===== config.mk =====
export PLATFORM = sky130hd
export DESIGN_NAME = rv32_apb_hart_arbiter
export DESIGN_NICKNAME = d
export VERILOG_FILES = /design/src/rtl/rv32_apb_hart_arbiter.sv
export SDC_FILE = /design/constraint.sdc
export NUM_CORES = 1
export LEC_CHECK = 0
export CORE_AREA = 2 2 265 267
export DETAILED_ROUTE_END_ITERATION = 6
export DIE_AREA = 0 0 267 269
export PLACE_DENSITY_LB_ADDON = 0.12
export SYNTH_ARGS = -nofsm -noshare
export SYNTH_HDL_FRONTEND = slang
export SYNTH_SLANG_ARGS = --single-unit

===== constraint.sdc =====
create_clock -name clk -period 14.3 [get_ports clk]
set_clock_uncertainty 0.15 [all_clocks]
set_input_delay 2.86 -clock clk [delete_from_list [all_inputs] [get_ports clk]]
set_output_delay 2.86 -clock clk [all_outputs]
set_load 0.03 [all_outputs]

===== src/rtl/rv32_apb_hart_arbiter.sv =====
// Round-robin arbiter sharing one APB master port among the barrel core's per-hart CSR requesters.
// Grant to response takes 3 cycles plus wait states; a hung slave is cut off by the ACCESS-phase timeout.
module rv32_apb_hart_arbiter #(
    parameter int NUM_HARTS      = 8,
    parameter int HART_ID_W      = $clog2(NUM_HARTS),
    parameter int ADDR_W         = 32,
    parameter int DATA_W         = 32,
    parameter int TIMEOUT_CYCLES = 255
) (
    input  logic                        clk,
    input  logic                        rst,
    input  logic [NUM_HARTS-1:0]        req_valid,
    input  logic [NUM_HARTS-1:0]        req_write,
    input  logic [NUM_HARTS*ADDR_W-1:0] req_addr,
    input  logic [NUM_HARTS*DATA_W-1:0] req_wdata,
    output logic [NUM_HARTS-1:0]        req_ready,
    output logic [NUM_HARTS-1:0]        resp_valid,
    output logic [DATA_W-1:0]           resp_rdata,
    output logic                        resp_err,
    output logic                        busy,
    output logic [HART_ID_W-1:0]        cur_hart,
    output logic [ADDR_W-1:0]           paddr,
    output logic                        psel,
    output logic                        penable,
    output logic                        pwrite,
    output logic [DATA_W-1:0]           pwdata,
    output logic [DATA_W/8-1:0]         pstrb,
    input  logic [DATA_W-1:0]           prdata,
    input  logic                        pready,
    input  logic                        pslverr
);

    localparam int CNT_W = (TIMEOUT_CYCLES > 2) ? $clog2(TIMEOUT_CYCLES) : 1;
    localparam logic [NUM_HARTS-1:0] HOT0 = {{(NUM_HARTS-1){1'b0}}, 1'b1};

    typedef enum logic [1:0] {IDLE, SETUP, ACCESS, RESP} state_e;

    state_e                 state_q, state_d;
    logic [HART_ID_W-1:0]   rr_ptr_q, rr_ptr_d;
    logic [HART_ID_W-1:0]   cur_hart_q, cur_hart_d;
    logic [CNT_W-1:0]       cnt_q, cnt_d;
    logic [ADDR_W-1:0]      paddr_q, paddr_d;
    logic [DATA_W-1:0]      pwdata_q, pwdata_d;
    logic                   pwrite_q, pwrite_d;
    logic                   psel_q, psel_d;
    logic                   penable_q, penable_d;
    logic [DATA_W/8-1:0]    pstrb_q, pstrb_d;
    logic                   busy_q, busy_d;
    logic [NUM_HARTS-1:0]   resp_valid_q, resp_valid_d;
    logic [DATA_W-1:0]      resp_rdata_q, resp_rdata_d;
    logic                   resp_err_q, resp_err_d;

    logic                   gnt_found;
    logic [HART_ID_W-1:0]   gnt_idx;
    logic [HART_ID_W-1:0]   cand;

    // First requester at or after rr_ptr; index arithmetic wraps because NUM_HARTS is a power of two.
    always_comb begin
        gnt_found = 1'b0;
        gnt_idx   = '0;
        cand      = '0;
        for (int i = 0; i < NUM_HARTS; i++) begin
            cand = rr_ptr_q + HART_ID_W'(i);
            if (!gnt_found && req_valid[cand]) begin
                gnt_found = 1'b1;
                gnt_idx   = cand;
            end
        end
    end

    always_comb begin
        req_ready = '0;
        if (state_q == IDLE && gnt_found && !rst)
            req_ready = HOT0 << gnt_idx;
    end

    always_comb begin
        state_d      = state_q;
        rr_ptr_d     = rr_ptr_q;
        cur_hart_d   = cur_hart_q;
        cnt_d        = cnt_q;
        paddr_d      = paddr_q;
        pwdata_d     = pwdata_q;
        pwrite_d     = pwrite_q;
        psel_d       = psel_q;
        penable_d    = penable_q;
        pstrb_d      = pstrb_q;
        busy_d       = busy_q;
        resp_valid_d = '0;
        resp_rdata_d = resp_rdata_q;
        resp_err_d   = resp_err_q;
        case (state_q)
            IDLE: begin
                if (gnt_found) begin
                    state_d    = SETUP;
                    cur_hart_d = gnt_idx;
                    paddr_d    = req_addr[gnt_idx*ADDR_W +: ADDR_W];
                    pwdata_d   = req_wdata[gnt_idx*DATA_W +: DATA_W];
                    pwrite_d   = req_write[gnt_idx];
                    psel_d     = 1'b1;
                    penable_d  = 1'b0;
                    pstrb_d    = '1;
                    busy_d     = 1'b1;
                end
            end
            SETUP: begin
                state_d   = ACCESS;
                penable_d = 1'b1;
            end
            ACCESS: begin
                if (pready) begin
                    state_d      = RESP;
                    psel_d       = 1'b0;
                    penable_d    = 1'b0;
                    pstrb_d      = '0;
                    cnt_d        = '0;
                    resp_valid_d = HOT0 << cur_hart_q;
                    resp_rdata_d = pwrite_q ? '0 : prdata;
                    resp_err_d   = pslverr;
                end else if (TIMEOUT_CYCLES != 0 && cnt_q == CNT_W'(TIMEOUT_CYCLES - 1)) begin
                    state_d      = RESP;
                    psel_d       = 1'b0;
                    penable_d    = 1'b0;
                    pstrb_d      = '0;
                    cnt_d        = '0;
                    resp_valid_d = HOT0 << cur_hart_q;
                    resp_rdata_d = '0;
                    resp_err_d   = 1'b1;
                end else begin
                    cnt_d = cnt_q + CNT_W'(1);
                end
            end
            RESP: begin
                state_d  = IDLE;
                busy_d   = 1'b0;
                rr_ptr_d = cur_hart_q + HART_ID_W'(1);
            end
            default: state_d = IDLE;
        endcase
    end

    always_ff @(posedge clk) begin
        if (rst) begin
            state_q      <= IDLE;
            rr_ptr_q     <= '0;
            cur_hart_q   <= '0;
            cnt_q        <= '0;
            paddr_q      <= '0;
            pwdata_q     <= '0;
            pwrite_q     <= 1'b0;
            psel_q       <= 1'b0;
            penable_q    <= 1'b0;
            pstrb_q      <= '0;
            busy_q       <= 1'b0;
            resp_valid_q <= '0;
            resp_rdata_q <= '0;
            resp_err_q   <= 1'b0;
        end else begin
            state_q      <= state_d;
            rr_ptr_q     <= rr_ptr_d;
            cur_hart_q   <= cur_hart_d;
            cnt_q        <= cnt_d;
            paddr_q      <= paddr_d;
            pwdata_q     <= pwdata_d;
            pwrite_q     <= pwrite_d;
            psel_q       <= psel_d;
            penable_q    <= penable_d;
            pstrb_q      <= pstrb_d;
            busy_q       <= busy_d;
            resp_valid_q <= resp_valid_d;
            resp_rdata_q <= resp_rdata_d;
            resp_err_q   <= resp_err_d;
        end
    end

    assign resp_valid = resp_valid_q;
    assign resp_rdata = resp_rdata_q;
    assign resp_err   = resp_err_q;
    assign busy       = busy_q;
    assign cur_hart   = cur_hart_q;
    assign paddr      = paddr_q;
    assign psel       = psel_q;
    assign penable    = penable_q;
    assign pwrite     = pwrite_q;
    assign pwdata     = pwdata_q;
    assign pstrb      = pstrb_q;

endmodule


After elaboration in Yosys (flattened, before gate mapping):

Cells that the tools add are included.

* add/subtract/negate cells: 9
* equal/unequal tests: 6
* bitwise operators: 1
* order comparisons: 9
* shifts and indexed selects: 4
* mux-type cells: 59
* reductions and logical operators: 29

Operator list (number)
* 256-bit by 9-bit indexed part select with 32-bit output: 2
* 32-bit two-way mux: 3
* 8-bit two-way mux: 5
* 3-bit by 4-bit < comparator with 1-bit output (second input constant): 9
* 1-bit binary-select mux with 3-bit select: 9
* 3-bit two-way mux: 8
* 1-bit two-way mux: 23
* 1-bit by 3-bit << shifter with 8-bit output (first input constant): 2
* 3-bit adder (second input constant): 4
* 4-bit two-way mux: 3
* 1-bit logical AND: 9
* 8-bit by 1-bit adder with 8-bit output (second input constant): 1
* 8-bit == test (second input constant): 1
* 1-bit zero test: 8
* 2-bit one-hot mux with 4 select lines: 1
* 4-bit one-hot mux with 2 select lines: 1
* 2-bit AND reduction: 4
* 3-bit by 1-bit adder with 3-bit output (second input constant): 2
* 3-bit by 2-bit adder with 3-bit output (second input constant): 2
* 2-bit two-way mux: 3
* 3-bit AND reduction: 2
* 2-bit nonzero test: 3
* 2-bit == test (second input constant): 2
* 1-bit one-hot mux with 2 select lines: 2
* other kinds (8): 8

* input port bits: 564
* word-level logic and storage cells: 131
* flip-flop bits (word level): 129
* output and inout port bits: 124

Longest topological paths before layout:

Gate-level depths: netlist (run 1).

* depth in word-level cells: 27
* gate-level depth with buffers: 17
* depth with buffers taken out: 10

Worst setup path after synthesis (run 1):

Ideal clock, no wire load.

* kind: input port to output port
* start point: input port req_valid[0]
* end point: output port req_ready[0]
* stages on the path: 8
* buffers on the path: 1
* setup slack: 5.495 ns
* required time: 11.290 ns
* arrival: 5.795 ns
* cell sequence: mux2_1 -> mux4_2 -> a211oi_4 -> nand4_4 -> or3_4 -> a221oi_4 -> buf_6 -> nor2b_1

* cells in the longest elaborated chain, start to end: 27
* elaborated cells on any way between the ends: 50
* classes of those cells: shift (1); mux (33); reduce/logical (16)

RTL lines
* start, declared: RTL line 12 `input logic [NUM_HARTS-1:0] req_valid,`
* 1-bit binary-select mux with 3-bit select: RTL line 64 `if (!gnt_found && req_valid[cand]) begin`
* 1-bit two-way mux (implied by the code): RTL line 64
* 1-bit two-way mux: RTL line 64
* 1-bit zero test: RTL line 64
* 1-bit logical AND: RTL line 64
* 1-bit two-way mux: RTL line 64
* 1-bit zero test: RTL line 64
* 1-bit logical AND: RTL line 64
* [10 not listed]
* 1-bit zero test: RTL line 64
* 1-bit logical AND: RTL line 64
* 1-bit two-way mux: RTL line 64
* 1-bit zero test: RTL line 64
* 1-bit logical AND: RTL line 64
* 1-bit two-way mux: RTL line 64
* 1-bit logical AND (2 in series): RTL line 73 `if (state_q == IDLE && gnt_found && !rst)`
* 8-bit two-way mux *: RTL line 73
* end, declared: RTL line 16 `output logic [NUM_HARTS-1:0] req_ready,`

Every way passes the cells marked *; elsewhere a longest branch is shown, timed or not. The select of a mux whose other input is x is not followed.

Worst setup path in the final report (run 1):

* start point: input port req_valid[3]
* end point: output port req_ready[7]

Same word-level chain as after synthesis.

==> results.rst, run 1 <==
.. list-table::
   :header-rows: 1

   * - Metric
     - Value
   * - Outcome
     - finished, final reports clean
   * - Clock transition at the registers of the reported paths
     - 60 ps
   * - Share of cells above drive strength 1
     - 13.9%
   * - Primary flip-flop cell chosen by synthesis mapping
     - sky130_fd_sc_hd__dfxtp_1
   * - Setup crit end kind
     - output pin
   * - Final Hold Fails
     - 0
   * - Number of standard-cell rows in the floorplan
     - 97
   * - CP Data Required Time
     - 11290 ps
   * - Worst path top cell family by delay
     - buffers and inverters
   * - Peak supply drop
     - 0.000173 V
   * - Via count of the first global-routing pass
     - 10600
   * - Clock insertion delay at the later pin of the skew report
     - 480 ps
   * - Last weighted congestion value of the routability-driven placer
     - 0.786
   * - Length of routed met2 wiring
     - 29000 um
   * - Pin slew with the least headroom to its limit
     - 1190 ps
   * - Max_cap viols
     - 0
   * - Boundary Pins
     - 688
   * - Deepest level of the CTS H-tree
     - 4
   * - Die extent in y
     - 269 um
   * - Max Fanout on Critical Path
     - 35
   * - Cell with the biggest individual delay on the critical path
     - sky130_fd_sc_hd__buf_4
   * - Pleak
     - 6.54 nW
   * - Fin Setup TNS
     - 0 ps
   * - All-Layer GR Usage
     - 14.3%
   * - Number of gates resized after cts
     - 0
   * - Wire length on met1
     - 20500 um
   * - Power per unit of standard cell area
     - 153 mW/mm2
   * - Initial core utilization
     - 14.1%
   * - Minimum clock period after layout
     - 10620 ps
   * - Final worst path period share
     - 74.2%
   * - Kind of path behind the tightest hold check
     - reg2reg
   * - Hold-fix buffer count after cts
     - 0
   * - Headroom to the max-slew limit
     - 20.4%
   * - Syn Inst Count
     - 931
   * - Final antenna-violating net count
     - 0
   * - Category of the most critical setup path
     - in2out
   * - Antenna violations before repair
     - 8
   * - Yosys Warn Count
     - 0
   * - Chip Width
     - 267 um
   * - Final Net Count
     - 2145
   * - Clock Tree Buf Depth
     - 2
   * - Cell types occupying the most area after synthesis
     - sky130_fd_sc_hd__dfxtp_1 (26%), sky130_fd_sc_hd__mux2i_1 (21%), sky130_fd_sc_hd__mux2_2 (16%)
   * - Number of buffers inserted during clock tree synthesis
     - 17
   * - Average wire per cell in the routed design
     - 21.5 um
   * - List of cells traversed by the critical path
     - clkdlybuf4s50_1, or2_2, mux4_2, a211oi_4, nand3_2, o211ai_2, and2_4, buf_4, and3_1, clkdlybuf4s50_1
   * - Share of the synthesized area in the top cell type
     - 25.6%
   * - Port buffer count
     - 687
   * - TritonCTS clock tree
     - built
   * - Count of different cell masters after synthesis
     - 58
   * - Total clock sinks
     - 125
   * - Violation count after the first detailed-routing iteration
     - 416
   * - Avg Vias per Cell
     - 4.04
   * - 1st-pass router iterations
     - 4
   * - Area Growth Syn to Fin
     - 84.6%
   * - Delay contributed by the slowest stage of the critical path
     - 710 ps
   * - Synthesized flop and latch total
     - 125
   * - CORE AREA
     - 0.0693 mm2
   * - Total setup violations reported at the end of the flow
     - 0
   * - Top cell by count, worst path
     - sky130_fd_sc_hd__clkdlybuf4s50_1
   * - Most frequent cells in the layout
     - sky130_fd_sc_hd__clkdlybuf4s50_1 (687), sky130_fd_sc_hd__mux2i_1 (205), sky130_fd_sc_hd__mux2_2 (140)
   * - Floorplan die area
     - 0.0718 mm2
   * - Number of max-slew violations in the final report
     - 0
   * - Number of setup buffers added after CTS
     - 0
   * - Detailed-routed wire length on met3
     - 3940 um
   * - Area of the mapped netlist
     - 0.00977 mm2
   * - Mean cell area of the mapped netlist
     - 10.5 um2
   * - Post-Syn Nets
     - 1510
   * - Highest signal layer in the routed design
     - met5
   * - Wire length of the first global-routing pass
     - 73700 um
   * - Leading cell type in the layout, fill and taps excluded
     - sky130_fd_sc_hd__clkdlybuf4s50_1
   * - Global route total overflow
     - 0
   * - Maximum number of pins on one net before global-route repair
     - 61
   * - Critical path arrival
     - 7610 ps
   * - Post-synth top area cell
     - sky130_fd_sc_hd__dfxtp_1
   * - Worst Path Buf+Inv
     - 3
   * - Seq/Total Area, Yosys
     - 25.6%
   * - Residual DRC
     - 0
   * - Final cell utilization of the core
     - 26.0%
   * - WL final
     - 54300 um
   * - Half-perimeter wire length after placement
     - 43300 um
   * - Detailed-route via count
     - 10200
   * - Peak clock frequency supported by timing
     - 94.2 MHz
   * - Startpoint Class
     - primary input
   * - Setup repair after global routing missed its margin
     - no
   * - CTS root buffer
     - sky130_fd_sc_hd__clkbuf_16
   * - Number of enable flip-flop cells after synthesis
     - 0
   * - Post-synth ARST share
     - 0%
[cell usage after synthesis, types with 2 or more instances]
cell type and n:
sky130_fd_sc_hd__buf_4 19, sky130_fd_sc_hd__buf_1 2, sky130_fd_sc_hd__nor4_1 2, sky130_fd_sc_hd__nand2b_1 8, sky130_fd_sc_hd__nand3_1 3, sky130_fd_sc_hd__a22o_1 95
sky130_fd_sc_hd__buf_6 18, sky130_fd_sc_hd__and3_1 7, sky130_fd_sc_hd__mux4_2 10, sky130_fd_sc_hd__buf_2 19, sky130_fd_sc_hd__a211oi_1 5, sky130_fd_sc_hd__nand4_1 3
sky130_fd_sc_hd__o22ai_1 2, sky130_fd_sc_hd__dfxtp_1 125, sky130_fd_sc_hd__inv_1 15, sky130_fd_sc_hd__nor3_1 13, sky130_fd_sc_hd__a21o_1 2, sky130_fd_sc_hd__ha_1 15
sky130_fd_sc_hd__xor2_1 4, sky130_fd_sc_hd__nor2_1 25, sky130_fd_sc_hd__mux2i_1 205, sky130_fd_sc_hd__a21oi_1 19, sky130_fd_sc_hd__mux2_2 140, sky130_fd_sc_hd__or2_2 5
sky130_fd_sc_hd__nand2_1 16, sky130_fd_sc_hd__a221o_1 61, sky130_fd_sc_hd__clkbuf_1 28, sky130_fd_sc_hd__nor2b_1 7, sky130_fd_sc_hd__o21ai_0 6, sky130_fd_sc_hd__a221oi_1 2
sky130_fd_sc_hd__and2_1 9, sky130_fd_sc_hd__xnor2_1 3, sky130_fd_sc_hd__nor3b_1 3, sky130_fd_sc_hd__a22oi_1 6, sky130_fd_sc_hd__o221ai_1 6
[metal layers]
metal | GRT usage [%] | up-vias
met3 | 4.80 | 33
met2 | 26.8 | 420
met4 | 4.25 | 4
met5 | 0 | -
met1 | 15.2 | 4818
li1 | - | 4919
[stage by stage]
stage	setup WS, ps	area (um2)	hold slack [ps]	instances	power [mW]
after floorplan	5500	9770	328	931	1.73
after global placement	3680	17400	294	2487	2.33
after detailed placement	3590	17400	300	2487	2.33
after CTS	3600	18000	309	2519	2.83
after global routing	3460	18000	341	2524	2.94
final	3680	18000	304	2526	2.76
[registers in the layout, summed over array words and instances, names as in the netlist]
register	cells
paddr	32
pwrite	1
cnt_q	8
resp_valid	8
busy	1
pwdata	32
resp_err	1
rr_ptr_q	3
penable	1
state_q	2
cur_hart	3
resp_rdata	32
pstrb	1
[kinds of logic after synthesis]
family | Yosys count | synth area share [%]
XOR/XNOR | 8 | 0.794
buffers and inverters | 102 | 6.31
multiplexers | 356 | 39.6
AO/OA/AOI/OAI | 219 | 20.0
adder cells (fa/ha/maj) | 15 | 1.92
AND/OR/NAND/NOR | 106 | 5.84
flip-flops | 125 | 25.6
[power breakdown]
part	switching (mW)	total [mW]	internal [mW]
Combinational	0.940	1.80	0.860
Clock	0.208	0.470	0.262
Sequential	0.0585	0.493	0.434
Total	1.21	2.76	1.56
[cell type report]
type,instances,area (um2)
multi-input cells,704,6680
clock inverters,15,173
fillers,7358,51300
diodes,7,17.5
clock buffers,17,425
inverters,15,56.3
well taps,940,1180
repair buffers,703,7000
flip-flops and latches,125,2500
[worst register-to-register path: stages, from the launching register on]
cell and delay (ps):
sky130_fd_sc_hd__dfxtp_1 820, sky130_fd_sc_hd__inv_1 220, sky130_fd_sc_hd__ha_1 760, sky130_fd_sc_hd__mux2i_1 380
sky130_fd_sc_hd__mux2i_1 190, sky130_fd_sc_hd__o22ai_1 450, sky130_fd_sc_hd__nand3_2 190, sky130_fd_sc_hd__o32ai_4 310
sky130_fd_sc_hd__buf_4 750, sky130_fd_sc_hd__buf_4 820, sky130_fd_sc_hd__buf_4 860, sky130_fd_sc_hd__mux2i_1 450
sky130_fd_sc_hd__mux2i_1 230, sky130_fd_sc_hd__a221o_1 340
[worst paths after layout]
path,endpoint,slack [ps],cells past startpoint,startpoint
min reg2reg,resp_err$_SDFFE_PP0P_,300,2,resp_err$_SDFFE_PP0P_
min,resp_err$_SDFFE_PP0P_,300,2,resp_err$_SDFFE_PP0P_
max reg2reg,paddr[16]$_SDFFE_PP0P_,7290,13,rr_ptr_q[1]$_SDFFE_PP0P_
max,req_ready[7],3680,10,req_valid[3]
No activity file was read; power rests on OpenSTA's default activity.
==> run 2: changes to the inputs <==
CORE_AREA = 2 2 272 274   (was 2 2 265 267)
DIE_AREA = 0 0 274 276   (was 0 0 267 269)
clock period = 9.7 ns   (was 14.3 ns; I/O delays follow)
==> run 2 against run 1 <==
- cell count is 0.59% higher
- sequential cell count unchanged
- total power up 46%
- register-to-register slack got worse by 4200 ps
- count of clock-buffer cells in the layout increased by 1
- setup slack got worse by 2100 ps
- via count about the same
- hold slack improved by 13 ps
- global-route usage grew 0.13 points
- clock power increased by 38%
- first-iteration DRC count shrank 32%
- largest cell class unchanged
- largest power group unchanged
==> results.rst, run 2 (synthesized netlist as in run 1, its figures left out) <==
.. list-table::
   :header-rows: 1

   * - Metric
     - Value
   * - Outcome
     - finished, final reports clean
   * - Setup crit end kind
     - output pin
   * - Chip Width
     - 274 um
   * - Pin slew with the least headroom to its limit
     - 1040 ps
   * - Number of max-slew violations in the final report
     - 0
   * - Port buffer count
     - 687
   * - Deepest level of the CTS H-tree
     - 4
   * - Worst Hold Path Cells
     - 2
   * - Peak clock frequency supported by timing
     - 124 MHz
   * - CP Data Required Time
     - 7610 ps
   * - Number of buffers inserted during clock tree synthesis
     - 17
   * - Pleak
     - 6.52 nW
   * - All-Layer GR Usage
     - 14.5%
   * - Last weighted congestion value of the routability-driven placer
     - 0.848
   * - Wire length of the first global-routing pass
     - 78600 um
   * - Die extent in y
     - 276 um
   * - Fin Setup TNS
     - 0 ps
   * - Average wire per cell in the routed design
     - 22.1 um
   * - Power per unit of standard cell area
     - 224 mW/mm2
   * - Area Growth Syn to Fin
     - 84.4%
   * - TritonCTS clock tree
     - built
   * - Number of setup buffers added after CTS
     - 0
   * - Final Hold Fails
     - 0
   * - Critical path arrival
     - 5980 ps
   * - Final worst path period share
     - 83.2%
   * - Switching part of the total
     - 44.3%
   * - Clock Tree Buf Depth
     - 2
   * - Detailed-route via count
     - 10200
   * - CTS root buffer
     - sky130_fd_sc_hd__clkbuf_16
   * - Antenna violations before repair
     - 6
   * - Part of the power in the clock network
     - 16.0%
   * - Violation count after the first detailed-routing iteration
     - 281
   * - Total clock sinks
     - 125
   * - Residual DRC
     - 0
   * - Kind of path behind the tightest hold check
     - reg2reg
   * - Avg Vias per Cell
     - 4.01
   * - P_sw
     - 1.79 mW
   * - Number of standard-cell rows in the floorplan
     - 99
   * - Share of cells above drive strength 1
     - 13.8%
   * - Floorplan die area
     - 0.0756 mm2
   * - 1st-pass router iterations
     - 4
   * - Internal Power
     - 2.25 mW
   * - Category of the most critical setup path
     - in2out
   * - Setup repair after global routing missed its margin
     - no
   * - Headroom to the max-slew limit
     - 30.9%
   * - Peak supply drop
     - 0.000186 V
   * - Final Net Count
     - 2144
   * - Most frequent cells in the layout
     - sky130_fd_sc_hd__clkdlybuf4s50_1 (687), sky130_fd_sc_hd__mux2i_1 (205), sky130_fd_sc_hd__mux2_2 (140)
   * - Boundary Pins
     - 688
   * - Number of gates resized after cts
     - 0
   * - Flop pwr share
     - 17.9%
   * - Half-perimeter wire length after placement
     - 45100 um
   * - CORE AREA
     - 0.0726 mm2
   * - Max_cap viols
     - 0
   * - Relative contribution of combinational cells to total power
     - 66.0%
   * - WL final
     - 56100 um
   * - Final antenna-violating net count
     - 0
   * - Leading cell type in the layout, fill and taps excluded
     - sky130_fd_sc_hd__clkdlybuf4s50_1
   * - Minimum clock period after layout
     - 8070 ps
   * - Clock transition at the registers of the reported paths
     - 70 ps
   * - Via count of the first global-routing pass
     - 10900
   * - Clock insertion delay at the later pin of the skew report
     - 470 ps
   * - Total setup violations reported at the end of the flow
     - 0
   * - Length in cells of the worst reg-to-reg path
     - 12
   * - Global route total overflow
     - 0
   * - Initial core utilization
     - 13.5%
   * - Startpoint Class
     - primary input
   * - Maximum number of pins on one net before global-route repair
     - 132
   * - Max Fanout on Critical Path
     - 30
   * - Worst Hold Margin
     - 317 ps
   * - Hold-fix buffer count after cts
     - 0
==> run 2: critical path, cell delays in order <==
cell and delay, ps:
sky130_fd_sc_hd__clkdlybuf4s50_1 580, sky130_fd_sc_hd__mux4_2 570, sky130_fd_sc_hd__mux2i_1 490, sky130_fd_sc_hd__a211oi_1 100
sky130_fd_sc_hd__o311ai_0 500, sky130_fd_sc_hd__o211ai_2 310, sky130_fd_sc_hd__and2_4 410, sky130_fd_sc_hd__nor3_1 330
sky130_fd_sc_hd__clkdlybuf4s50_1 730
==> run 2: worst paths after layout <==
check | endpoint | from | slack [ps]
setup / recovery | req_ready[4] | req_valid[5] | 1630
hold / removal | resp_err$_SDFFE_PP0P_ | resp_err$_SDFFE_PP0P_ | 320
hold reg to reg | resp_err$_SDFFE_PP0P_ | resp_err$_SDFFE_PP0P_ | 320
setup reg to reg | pwdata[14]$_SDFFE_PP0P_ | rr_ptr_q[1]$_SDFFE_PP0P_ | 3140
==> run 2: power groups by stage <==
stage	sequential (mW)	clock [mW]	combinational (mW)
floorplan	0.925	0	1.62
CTS	0.726	0.687	2.73
global route	0.741	0.697	2.87
global placement	0.732	0	2.73
detailed placement	0.733	0	2.73
finish	0.724	0.648	2.67
==> run 2: per-layer routing <==
| metal | track usage, % | vias up | part of all wire, % | wire length [um] |
|---|---|---|---|---|
| li1 | - | 4916 | - | - |
| met1 | 15.1 | 4835 | 37 | 20900 |
| met2 | 27.3 | 398 | 54 | 30000 |
| met3 | 4.61 | 37 | 7.6 | 4250 |
| met4 | 4.12 | 2 | 1.6 | 887 |
| met5 | 0 | - | 0.023 | 13 |
==> run 2: layout make-up <==
type	instances	area, um2
clock inverter	14	121
multi-input combinational	704	6680
tap	959	1200
inverter	15	56.3
timing repair buffer	702	7000
sequential	125	2500
antenna	4	10.0
fill	7760	54600
clock buffer	18	439
==> run 2: per-stage QoR <==
| step | instance area (um2) | power (mW) | instances | setup WS [ps] | util (%) |
|---|---|---|---|---|---|
| 2_1_floorplan | 9770 | 2.54 | 931 | 2740 | - |
| 3_3_place_gp | 17400 | 3.46 | 2505 | 1660 | 24.0 |
| 3_5_place_dp | 17400 | 3.46 | 2505 | 1560 | 24.0 |
| 4_1_cts | 18000 | 4.15 | 2537 | 1550 | 24.8 |
| 5_1_grt | 18000 | 4.30 | 2541 | 1350 | 24.8 |
| 6_report | 18000 | 4.04 | 2541 | 1630 | 24.8 |
==> run 3: changes to the inputs <==
clock period = 7.3 ns   (was 9.7 ns; I/O delays follow)
==> run 3 against run 2 <==
- largest cell class unchanged
- critical path type unchanged
- non-clock buffer count grew 7
- routed wire length is essentially flat
- clock power grew 38%
- sequential power rose by 33%
==> results.rst, run 3 (synthesized netlist as in run 1, its figures left out) <==
.. list-table::
   :header-rows: 1

   * - Metric
     - Value
   * - Outcome
     - finished, final reports clean
   * - Fin Setup TNS
     - 0 ps
   * - Final Net Count
     - 2151
   * - Number of buffers inserted during clock tree synthesis
     - 17
   * - Global route total overflow
     - 0
   * - Boundary Pins
     - 688
   * - Category of the most critical setup path
     - in2out
   * - Maximum number of pins on one net before global-route repair
     - 89
   * - Clock insertion delay at the later pin of the skew report
     - 480 ps
   * - Length in cells of the worst reg-to-reg path
     - 12
   * - Number of setup buffers added after CTS
     - 0
   * - Power per unit of standard cell area
     - 299 mW/mm2
   * - Critical path destination
     - req_ready[4]
   * - Half-perimeter wire length after placement
     - 45000 um
   * - WL final
     - 56100 um
   * - Floorplan die area
     - 0.0756 mm2
   * - Peak clock frequency supported by timing
     - 145 MHz
   * - Register cell area after layout
     - 0.00250 mm2
   * - Setup repair after global routing missed its margin
     - no
   * - Number of max-slew violations in the final report
     - 0
   * - Number of gates resized after cts
     - 0
   * - Final Hold Fails
     - 0
   * - Minimum clock period after layout
     - 6890 ps
   * - Pleak
     - 6.56 nW
   * - Final worst path period share
     - 94.4%
   * - Clock transition at the registers of the reported paths
     - 70 ps
   * - Startpoint Class
     - primary input
   * - CORE AREA
     - 0.0726 mm2
   * - Pin slew with the least headroom to its limit
     - 1050 ps
   * - Worst Setup Slack post-DPL
     - 362 ps
   * - Number of standard-cell rows in the floorplan
     - 99
   * - Antenna violations before repair
     - 7
   * - Total instance count after detailed placement
     - 2512
   * - Hold-fix buffer count after cts
     - 0
   * - Chip Width
     - 274 um
   * - All-Layer GR Usage
     - 14.4%
   * - Most frequent cells in the layout
     - sky130_fd_sc_hd__clkdlybuf4s50_1 (683), sky130_fd_sc_hd__mux2i_1 (205), sky130_fd_sc_hd__mux2_2 (140)
   * - TritonCTS clock tree
     - built
   * - Detailed-routed wire length on met3
     - 4180 um
   * - Endpoint of the worst register-to-register path
     - paddr[19]$_SDFFE_PP0P_
   * - Worst-case setup margin in the final layout
     - 411 ps
   * - Peak supply drop
     - 0.000239 V
   * - Leading cell type in the layout, fill and taps excluded
     - sky130_fd_sc_hd__clkdlybuf4s50_1
   * - Via count of the first global-routing pass
     - 10800
   * - Register-to-register path setup slack
     - 2160 ps
   * - Length of routed met2 wiring
     - 30100 um
   * - Worst Hold Path Cells
     - 2
   * - Deepest level of the CTS H-tree
     - 4
   * - Initial core utilization
     - 13.5%
   * - Wire length of the first global-routing pass
     - 77800 um
   * - 1st-pass router iterations
     - 4
   * - Final antenna-violating net count
     - 0
   * - CP Data Required Time
     - 5690 ps
   * - CTS root buffer
     - sky130_fd_sc_hd__clkbuf_16
   * - Launching element of the worst setup path
     - req_valid[3]
   * - Share of cells above drive strength 1
     - 14.4%
   * - Average wire per cell in the routed design
     - 22.0 um
   * - Area of the multi-input gates
     - 0.00668 mm2
   * - Critical register-to-register path startpoint
     - rr_ptr_q[0]$_SDFFE_PP0P_
   * - Residual DRC
     - 0
   * - Cell Count, Final, Fillers Out
     - 2550
   * - Count of filler cells inserted in the layout
     - 7787
   * - Max Fanout on Critical Path
     - 8
   * - Total power consumption of the routed design
     - 5.41 mW
   * - Setup crit end kind
     - output pin
   * - Critical path arrival
     - 5280 ps
   * - Avg Vias per Cell
     - 4.01
   * - Violation count after the first detailed-routing iteration
     - 339
   * - Detailed-route via count
     - 10200
   * - Highest signal layer in the routed design
     - met5
   * - Clock Tree Buf Depth
     - 2
   * - Total clock sinks
     - 125
   * - Final cell utilization of the core
     - 24.9%
   * - Wire length on met1
     - 20800 um
   * - Max_cap viols
     - 0
   * - Headroom to the max-slew limit
     - 29.8%
   * - Last weighted congestion value of the routability-driven placer
     - 0.836
   * - Area Growth Syn to Fin
     - 85.1%
   * - Die extent in y
     - 276 um
   * - Total setup violations reported at the end of the flow
     - 0
   * - Kind of path behind the tightest hold check
     - reg2reg
   * - Port buffer count
     - 687
## run 3: report_power, final
group          total [mW]  internal, mW  switching (mW)  leakage [nW]
clock               0.892         0.483           0.409         0.264
sequential          0.964         0.850           0.114          1.02
combinational        3.55          1.71            1.85          5.27
## run 3: layer usage
layer,up-vias,GRT usage (%)
li1,4949,-
met1,4835,14.8
met2,396,27.1
met3,37,4.67
met4,4,4.47
met5,-,0
## run 3: how the worst min path moves through the flow
stage / from / to / slack (ps)
final: resp_err$_SDFFE_PP0P_ / resp_err$_SDFFE_PP0P_ / 330
after detailed placement: resp_rdata[5]$_SDFFE_PP0P_ / resp_rdata[5]$_SDFFE_PP0P_ / 310
after CTS: resp_err$_SDFFE_PP0P_ / resp_err$_SDFFE_PP0P_ / 330
after global placement: resp_err$_SDFFE_PP0P_ / resp_err$_SDFFE_PP0P_ / 300
after floorplan: cnt_q[5]$_SDFFE_PP0P_ / cnt_q[5]$_SDFFE_PP0P_ / 330
after global routing: resp_rdata[5]$_SDFFE_PP0P_ / resp_rdata[5]$_SDFFE_PP0P_ / 340
## run 3: area by class of cell
cell class	count	share of cell area, %
repair buffers	709	39.0
multi-input cells	704	37.0
well taps	959	6.63
clock buffers	19	2.45
inverters	15	0.311
clock inverters	13	0.713
diodes	6	0.0830
flip-flops and latches	125	13.8
## run 3: worst max-delay path, stage by stage
cell and delay, ps:
sky130_fd_sc_hd__clkdlybuf4s50_1 550, sky130_fd_sc_hd__or2_2 330, sky130_fd_sc_hd__mux4_2 560, sky130_fd_sc_hd__a211oi_4 350, sky130_fd_sc_hd__nand4_4 130, sky130_fd_sc_hd__o221a_1 370, sky130_fd_sc_hd__or3_1 420, sky130_fd_sc_hd__nor3_1 340
sky130_fd_sc_hd__clkdlybuf4s50_1 770
## run 3: per-stage QoR
| stage | hold slack [ps] | instance area [um2] |
|---|---|---|
| after floorplan | 328 | 9770 |
| after global placement | 297 | 17500 |
| after detailed placement | 313 | 17500 |
| after CTS | 327 | 18100 |
| after global routing | 344 | 18100 |
| final | 326 | 18100 |
